$ cat src/rtl/qcldpc_info_blk_packer.sv
// rtl/qcldpc_info_blk_packer.sv - packs an IN_W-bit info stream into Z-bit QC-LDPC info blocks
module qcldpc_info_blk_packer #(
   parameter int NUM_Z            = 3,
   parameter int MAX_Z            = 81,
   parameter int NUM_INFO_BLKS    = 20,
   parameter int IN_W             = 9,
   parameter int Z_VALUES [NUM_Z] = '{27, 54, 81}
) (
   input  logic                             CLK,
   input  logic                             rst,
   input  logic [NUM_Z-1:0]                 req_z,
   input  logic [IN_W-1:0]                  s_data,
   input  logic                             s_valid,
   output logic                             s_ready,
   output logic [MAX_Z-1:0]                 blk_data,
   output logic                             blk_valid,
   input  logic                             blk_ready,
   output logic [$clog2(NUM_INFO_BLKS)-1:0] blk_idx,
   output logic                             blk_first,
   output logic                             blk_last,
   output logic [NUM_Z-1:0]                 blk_z,
   output logic                             cfg_err
);
   localparam int IDX_W   = $clog2(NUM_INFO_BLKS);
   localparam int MAX_WPB = MAX_Z / IN_W;
   localparam int CNT_W   = $clog2(MAX_WPB + 1);
   localparam logic [IDX_W-1:0] LAST_IDX = IDX_W'(NUM_INFO_BLKS - 1);

   for (genvar g = 0; g < NUM_Z; g++) begin : g_zchk
      if ((Z_VALUES[g] % IN_W) != 0 || Z_VALUES[g] > MAX_Z) begin : g_bad
         $fatal(1, "Z_VALUES entry %0d is not a multiple of IN_W or exceeds MAX_Z", g);
      end
   end

   typedef enum logic {IDLE, FILL} state_t;

   state_t             state_q, state_d;
   logic [NUM_Z-1:0]   cur_z_q, cur_z_d;
   logic [CNT_W-1:0]   wpb_q, wpb_d;
   logic [CNT_W-1:0]   w_cnt_q, w_cnt_d;
   logic [IDX_W-1:0]   b_cnt_q, b_cnt_d;
   logic               pending_q, pending_d;
   logic [MAX_Z-1:0]   fill_q, fill_d;
   logic [MAX_Z-1:0]   blk_data_q, blk_data_d;
   logic               blk_valid_q, blk_valid_d;
   logic [IDX_W-1:0]   blk_idx_q, blk_idx_d;
   logic               blk_first_q, blk_first_d;
   logic               blk_last_q, blk_last_d;
   logic [NUM_Z-1:0]   blk_z_q, blk_z_d;
   logic               cfg_err_q, cfg_err_d;

   logic               accept, fill_done, xfer, slot_free;
   logic [MAX_Z-1:0]   merged, new_blk, z_mask;
   logic [CNT_W-1:0]   wpb_sel;
   int                 zval;

   always_comb begin
      state_d     = state_q;
      cur_z_d     = cur_z_q;
      wpb_d       = wpb_q;
      w_cnt_d     = w_cnt_q;
      b_cnt_d     = b_cnt_q;
      pending_d   = pending_q;
      fill_d      = fill_q;
      blk_data_d  = blk_data_q;
      blk_valid_d = blk_valid_q;
      blk_idx_d   = blk_idx_q;
      blk_first_d = blk_first_q;
      blk_last_d  = blk_last_q;
      blk_z_d     = blk_z_q;
      cfg_err_d   = 1'b0;
      accept      = 1'b0;
      fill_done   = 1'b0;
      xfer        = 1'b0;
      new_blk     = fill_q;
      slot_free   = !blk_valid_q || blk_ready;

      wpb_sel = '0;
      zval    = 0;
      for (int i = 0; i < NUM_Z; i++) begin
         if (req_z[i])   wpb_sel = CNT_W'(Z_VALUES[i] / IN_W);
         if (cur_z_q[i]) zval    = Z_VALUES[i];
      end
      for (int b = 0; b < MAX_Z; b++) z_mask[b] = (b < zval);

      // The word being accepted this cycle, merged into its slot of the fill buffer
      merged = fill_q;
      for (int k = 0; k < MAX_WPB; k++) begin
         if (w_cnt_q == CNT_W'(k)) merged[k*IN_W +: IN_W] = s_data;
      end

      if (blk_valid_q && blk_ready) blk_valid_d = 1'b0;

      case (state_q)
         IDLE: begin
            if (s_valid) begin
               if ($onehot(req_z)) begin
                  cur_z_d = req_z;
                  wpb_d   = wpb_sel;
                  w_cnt_d = '0;
                  b_cnt_d = '0;
                  state_d = FILL;
               end else begin
                  cfg_err_d = 1'b1;
               end
            end
         end
         FILL: begin
            accept    = s_valid && !pending_q;
            fill_done = accept && (w_cnt_q == wpb_q - CNT_W'(1));
            if (accept) fill_d = merged;
            if (pending_q) begin
               xfer = slot_free;
            end else if (fill_done) begin
               if (slot_free) begin
                  xfer    = 1'b1;
                  new_blk = merged;
               end else begin
                  pending_d = 1'b1;
               end
            end else if (accept) begin
               w_cnt_d = w_cnt_q + CNT_W'(1);
            end
            if (xfer) begin
               pending_d   = 1'b0;
               w_cnt_d     = '0;
               b_cnt_d     = b_cnt_q + IDX_W'(1);
               blk_data_d  = new_blk & z_mask;
               blk_valid_d = 1'b1;
               blk_idx_d   = b_cnt_q;
               blk_first_d = (b_cnt_q == '0);
               blk_last_d  = (b_cnt_q == LAST_IDX);
               blk_z_d     = cur_z_q;
               if (b_cnt_q == LAST_IDX) state_d = IDLE;
            end
         end
         default: state_d = IDLE;
      endcase
   end

   always_ff @(posedge CLK or posedge rst) begin
      if (rst) begin
         state_q     <= IDLE;
         cur_z_q     <= '0;
         wpb_q       <= '0;
         w_cnt_q     <= '0;
         b_cnt_q     <= '0;
         pending_q   <= 1'b0;
         fill_q      <= '0;
         blk_data_q  <= '0;
         blk_valid_q <= 1'b0;
         blk_idx_q   <= '0;
         blk_first_q <= 1'b0;
         blk_last_q  <= 1'b0;
         blk_z_q     <= '0;
         cfg_err_q   <= 1'b0;
      end else begin
         state_q     <= state_d;
         cur_z_q     <= cur_z_d;
         wpb_q       <= wpb_d;
         w_cnt_q     <= w_cnt_d;
         b_cnt_q     <= b_cnt_d;
         pending_q   <= pending_d;
         fill_q      <= fill_d;
         blk_data_q  <= blk_data_d;
         blk_valid_q <= blk_valid_d;
         blk_idx_q   <= blk_idx_d;
         blk_first_q <= blk_first_d;
         blk_last_q  <= blk_last_d;
         blk_z_q     <= blk_z_d;
         cfg_err_q   <= cfg_err_d;
      end
   end

   assign s_ready   = (state_q == FILL) && !pending_q;
   assign blk_data  = blk_data_q;
   assign blk_valid = blk_valid_q;
   assign blk_idx   = blk_idx_q;
   assign blk_first = blk_first_q;
   assign blk_last  = blk_last_q;
   assign blk_z     = blk_z_q;
   assign cfg_err   = cfg_err_q;

endmodule

$ cat config.mk
export PLATFORM = sky130hd
export DESIGN_NAME = qcldpc_info_blk_packer
export DESIGN_NICKNAME = d
export VERILOG_FILES = /design/src/rtl/qcldpc_info_blk_packer.sv
export SDC_FILE = /design/constraint.sdc
export NUM_CORES = 1
export LEC_CHECK = 0
export CAP_MARGIN = 30
export CORE_MARGIN = 3
export CORE_UTILIZATION = 55
export CTS_CLUSTER_DIAMETER = 60
export DETAILED_ROUTE_END_ITERATION = 10
export GPL_TIMING_DRIVEN = 1
export PLACE_DENSITY = 0.81
export SLEW_MARGIN = 20
export SYNTH_ARGS = -nofsm -noshare
export SYNTH_HDL_FRONTEND = slang
export SYNTH_SLANG_ARGS = --single-unit
$ cat constraint.sdc
create_clock -name CLK -period 8.1 [get_ports CLK]
set_clock_uncertainty 0.05 [all_clocks]
set_input_delay 1.215 -clock CLK [delete_from_list [all_inputs] [get_ports CLK]]
set_output_delay 1.215 -clock CLK [all_outputs]
set_load 0.02 [all_outputs]
# --- Yosys cells after proc, flatten, opt, wreduce, memory -nomap -nowiden ---
# Index checks and enable logic that the tools add are counted.
totals:
  inputBits: 16
  elab_cells: 182
  reg_bits: 192
  out_inout_bits: 94
op_classes:
  n_addsub: 5
  mux: 49
  n_reduce_logical: 14
  magnitude_cmp: 81
  eq_ne: 17
  bitwise_logic: 2
op_table:
  columns: ["op", "count"]
  rows:
  - ["less-than comparator 7 x 32 -> 1 bit (first input constant)", 32]
  - ["less-than comparator 8 x 32 -> 1 bit (first input constant)", 17]
  - ["less-than comparator 6 x 32 -> 1 bit (first input constant)", 16]
  - ["2-to-1 mux 81 bit", 4]
  - ["less-than comparator 5 x 32 -> 1 bit (first input constant)", 8]
  - ["less-than comparator 4 x 32 -> 1 bit (first input constant)", 4]
  - ["bitwise AND 81 bit", 1]
  - ["2-to-1 mux 9 bit", 9]
  - ["less-than comparator 3 x 32 -> 1 bit (first input constant)", 2]
  - ["2-to-1 mux 32 bit", 2]
  - ["less-than comparator 1 x 32 -> 1 bit (first input constant)", 1]
  - ["less-than comparator 2 x 32 -> 1 bit (first input constant)", 1]
  - ["2-to-1 mux 4 bit", 7]
  - ["2-to-1 mux 5 bit", 4]
  - ["2-to-1 mux 1 bit", 18]
  - ["== test 4 x 3 -> 1 bit (second input constant)", 4]
  - ["case mux 5 bit (2 select lines)", 1]
  - ["== test 4 x 2 -> 1 bit (second input constant)", 2]
  - ["case mux 4 bit (2 select lines)", 1]
  - ["!= test 3 x 2 -> 1 bit (second input constant)", 2]
  - ["AND reduction 3 bit", 2]
  - ["adder 5 x 1 -> 5 bit (second input constant)", 1]
  - ["== test 5 bit (second input constant)", 1]
  - ["logical NOT 5 bit", 1]
  - ["other kinds (21)", 27]

# --- Longest topological paths before layout ---
depth:
  depth_word: 8
  depth_mapped: 9
  mapped_depth_nobuf: 7

# --- Worst setup path after synthesis ---
# Ideal clock, no wire load.
synth_timing:
  kind: "input -> register"
  start: "input req_z[1]"
  end: "register b_cnt_q[4]"
  slack_ps: 5142
  t_arrival_ps: 2842
  path_stages: 7
  n_path_buf: 0
  setup_time_ps: 66
  required_ps: 7984
  path_cell_list: "inv_1 -> fa_1 -> and3b_1 -> o211a_1 -> a32oi_1 -> or4_1 -> nand2_1"
synth_via:
  elab_chain_cells: 5
synth_lines:
  columns: ["item", "line", "source"]
  rows:
  - ["start: declaration", "11", "input logic [NUM_Z-1:0] req_z,"]
  - ["adder 1 x 1 -> 2 bit (not written as such)", "97", "if ($onehot(req_z)) begin"]
  - ["adder 2 x 1 -> 2 bit (not written as such)", "97", null]
  - ["== test 2 x 1 -> 1 bit", "97", null]
  - ["!= test 2 bit (no source line)", null, null]
  - ["AND reduction 3 bit (no source line)", null, null]
  - ["end signal: assignment", "162", "b_cnt_q <= b_cnt_d;"]
  - ["end: declaration", "41", "logic [IDX_W-1:0] b_cnt_q, b_cnt_d;"]
# No other way between the ends.
# A chain may end at the register's enable or synchronous reset.

# --- Worst setup path in the final report ---
layout_timing:
  start: "input s_valid"
  end: "register blk_data_q[27] (netlist: blk_data[27])"
layout_via:
  elab_chain_cells: 6
  word_cells_on_any_way: 10
  cone_classes: "6 x mux; 1 x bitwise; 3 x reduce/logical"
layout_lines:
  columns: ["item", "line", "source"]
  rows:
  - ["start: declaration", "13", "input logic s_valid,"]
  - ["logical AND 1 bit (*)", "109", "accept = s_valid && !pending_q;"]
  - ["logical AND 1 bit (*)", "110", "fill_done = accept && (w_cnt_q == wpb_q - CNT_W'(1));"]
  - ["2-to-1 mux 81 bit / 2-to-1 mux 1 bit (equally long branches)", "114", "end else if (fill_done) begin"]
  - ["2-to-1 mux 81 bit / 2-to-1 mux 1 bit (equally long branches)", "112", "if (pending_q) begin"]
  - ["2-to-1 mux 81 bit / 2-to-1 mux 1 bit (equally long branches)", "94", "case (state_q)"]
  - ["bitwise AND 81 bit / AND reduction 2 bit (equally long branches)", null, null]
  - ["end signal: assignment", "165", "blk_data_q <= blk_data_d;"]
  - ["end: declaration", "44", "logic [MAX_Z-1:0] blk_data_q, blk_data_d;"]
# Mark *: on every way between the ends. The rest lies on a longest branch, timed or not. The select of a mux whose other input is x is not followed.

==> metrics.md <==
| Metric | Value |
|---|---|
| Async SR Flop Fraction | 1.000 |
| Maximum VDD drop | 0.0001836 V |
| CP startpoint kind | input port |
| Layout Utilization | 0.6924 |
| GPL Wtd Cong | around 0.85 |
| Area contributors post-synth | dfrtp_1 (56%), mux2_2 (11%), mux2i_1 (9.6%) |
| Sequential share of the synthesized area | 0.5619 |
| Outcome | completed |
| Initial antenna violation count | 0 |
| Final Max Tran Viols | 0 |
| Post-DP HPWL | between 10000 and 15000 um |
| Worst Tran Pin Value | between 900 and 1000 ps |
| Layout area overhead | 20.55% |
| Fmax | 236.9 MHz |
| Most common cell after layout, fill and taps aside | dfrtp_1 |
| Total GRT Usage | 0.2293 |
| Setup CP Type | input port to flop |
| Register area | around 4800 sq um |
| Wire per inst | ~19 um |
| CTS buffer count | 17 |
| Post-route DRC | 0 |
| Multi-input combinational cell area | about 3400 sq um |
| Synthesized Nets | 745 |
| Total power | 4.010 mW |
| CTS resizes | 0 |
| CTS tree | yes |
| Fin crit period | approximately 4200 ps |
| Max cap viols | 0 |
| H-tree lvl count | 4 |
| DIE AREA | 16990 sq um |
| Die W | 130.4 um |
| Ys Warns | 0 |
| Final Setup Violations | 0 |
| Layout cells sized above 1 | 0.1648 |
| PwrDens | between 300 and 400 nW/um^2 |
| Share of the synthesized area in the top cell type | 0.5619 |
| Post-synth EDFFs | 0 |
| I/O pins | between 100 and 150 |
| Relative slew margins | 0.3901 |
| Syn_area_per_cell | around 12 sq um |
| Site row count | 44 |
| Antenna-violating nets left | 0 |
| Pin count of the biggest net entering global routing | 112 |
| CP required | between 8000 and 9000 ps |
| Final hold vios | 0 |
| # clock sinks | 191 |
| FF+latch count, synth | between 150 and 200 |
| Fin nets | 824 |
| HP Class | flop to flop |
| Antenna cells | 0 |
| Initial Util | 0.5743 |
| CORE AREA | around 15000 sq um |
| Buffers on Ports | approximately 110 |
| RSZ-0062 raised after global routing | false |
| Drt pass-1 iters | 4 |
| Critical Path Fanout Max | 85 |
| Cells after Synth | about 720 |
| Clock latency on the worst-skew pair | ~420 ps |
| Most frequent cells in the layout | dfrtp_1 (191), clkdlybuf4s50_1 (109), nand2_1 (106), mux2_2 (86), mux2i_1 (82) |
| Die Ht | 130.4 um |
| Iteration-0 DRC Markers | 493 |
| Vias in the first global route | between 5000 and 6000 |
| Leak | roughly 5.0 nW |
| Fin crit share | 0.5212 |
| # fillers | ~1000 |
| CP endpoint kind | flop |
| CTS Root Cell | clkbuf_16 |
| DRT Wirelength | about 19000 um |
| CTS Hold Bufs | 0 |
| Main synth FF type | dfrtp_1 |
| CTS clk-pin slew, worst paths | about 60 ps |
| Grt ovf | 0 |
| Setup TNS | 0 ps |
| Mapped cell area | 8506 sq um |
| Bufs on Longest Clock Path | 2 |
| Vias | ~5800 |
| Global-route wire length before repair | approximately 30000 um |
| Post-synth top area cell | dfrtp_1 |
| Setup Buffers After CTS | 0 |
| Critical Path AT | 4420 ps |
| Distinct cells, synth | slightly below 50 |
| Via density | slightly below 6 |
layer usage:
layer	part of all wire	track usage	vias up
met5	0	0	-
met4	0.014	0.07018	0
met3	0.051	0.04339	29
met2	0.50	0.3790	169
met1	0.44	0.3115	2947
li1	-	-	2661
critical path, stage by stage:
cell             delay [ps]
clkdlybuf4s50_1         470
nor2b_1                 190
and3_1                  330
a31oi_4                 600
buf_4                   810
o21bai_2                530
o21ai_0                 260
path summary, 6_finish.rpt:
path / end / slack (ps) / cells past startpoint / start
max in group asynchronous: fill_q[69] / 5490 / 4 / rst
min reg2reg: blk_z[2] / 430 / 2 / blk_z[2]
min: blk_z[2] / 430 / 2 / blk_z[2]
max reg2reg: blk_data[27] / 4280 / 6 / w_cnt_q[2]
max: blk_data[27] / 3880 / 7 / s_valid
min in group asynchronous: blk_data[64] / 1080 / 2 / rst
sequential cells by signal (all words and copies together), names as in the netlist, 3 cells and up:
register	count
blk_idx	5
wpb_q	3
blk_data	81
cur_z_q	3
fill_q	81
blk_z	3
w_cnt_q	4
b_cnt_q	5
kinds of logic after synthesis:
| logic type | Yosys count | synth area share |
|---|---|---|
| flops | 191 | 0.5619 |
| mux | 168 | 0.2104 |
| simple gates | 165 | 0.09120 |
| compound gates | 115 | 0.07547 |
| buf+inv | 68 | 0.04045 |
| fa+ha+maj | 8 | 0.01265 |
| xor+xnor | 6 | 0.007944 |
cell usage after synthesis, drive strengths merged, types with 5 or more instances:
cell type    n
ha           7
inv         15
mux2        86
buf         33
clkbuf      20
dfrtp      191
nand2      110
nand4        5
nand3        7
mux2i       82
nor4         6
o21ai       93
nor2         5
a21oi        5
power breakdown:
| group | total, mW | internal, mW | switching, mW |
|---|---|---|---|
| clock | 0.893 | 0.547 | 0.346 |
| combinational | 1.52 | 0.722 | 0.801 |
| sequential | 1.59 | 1.35 | 0.248 |
area by class of cell:
cell class	count	area share
flip-flops and latches	191	0.4661
multi-input cells	462	0.3306
repair buffers	113	0.1124
clock buffers	21	0.04686
well taps	184	0.02245
clock inverters	11	0.01562
inverters	15	0.005979
through the flow:
stage          setup slack [ps]  area (sq um)  hold slack, ps  std cells
6_report                   3878         10250           427.4        997
5_1_grt                    3718         10250           455.1        997
4_1_cts                    3704         10200           434.8        995
3_5_place_dp               3258          9559           416.4        963
3_3_place_gp               3427          9559           415.0        963
2_1_floorplan              1636          8506           418.8        721
Power figures use the tool's default switching activity.
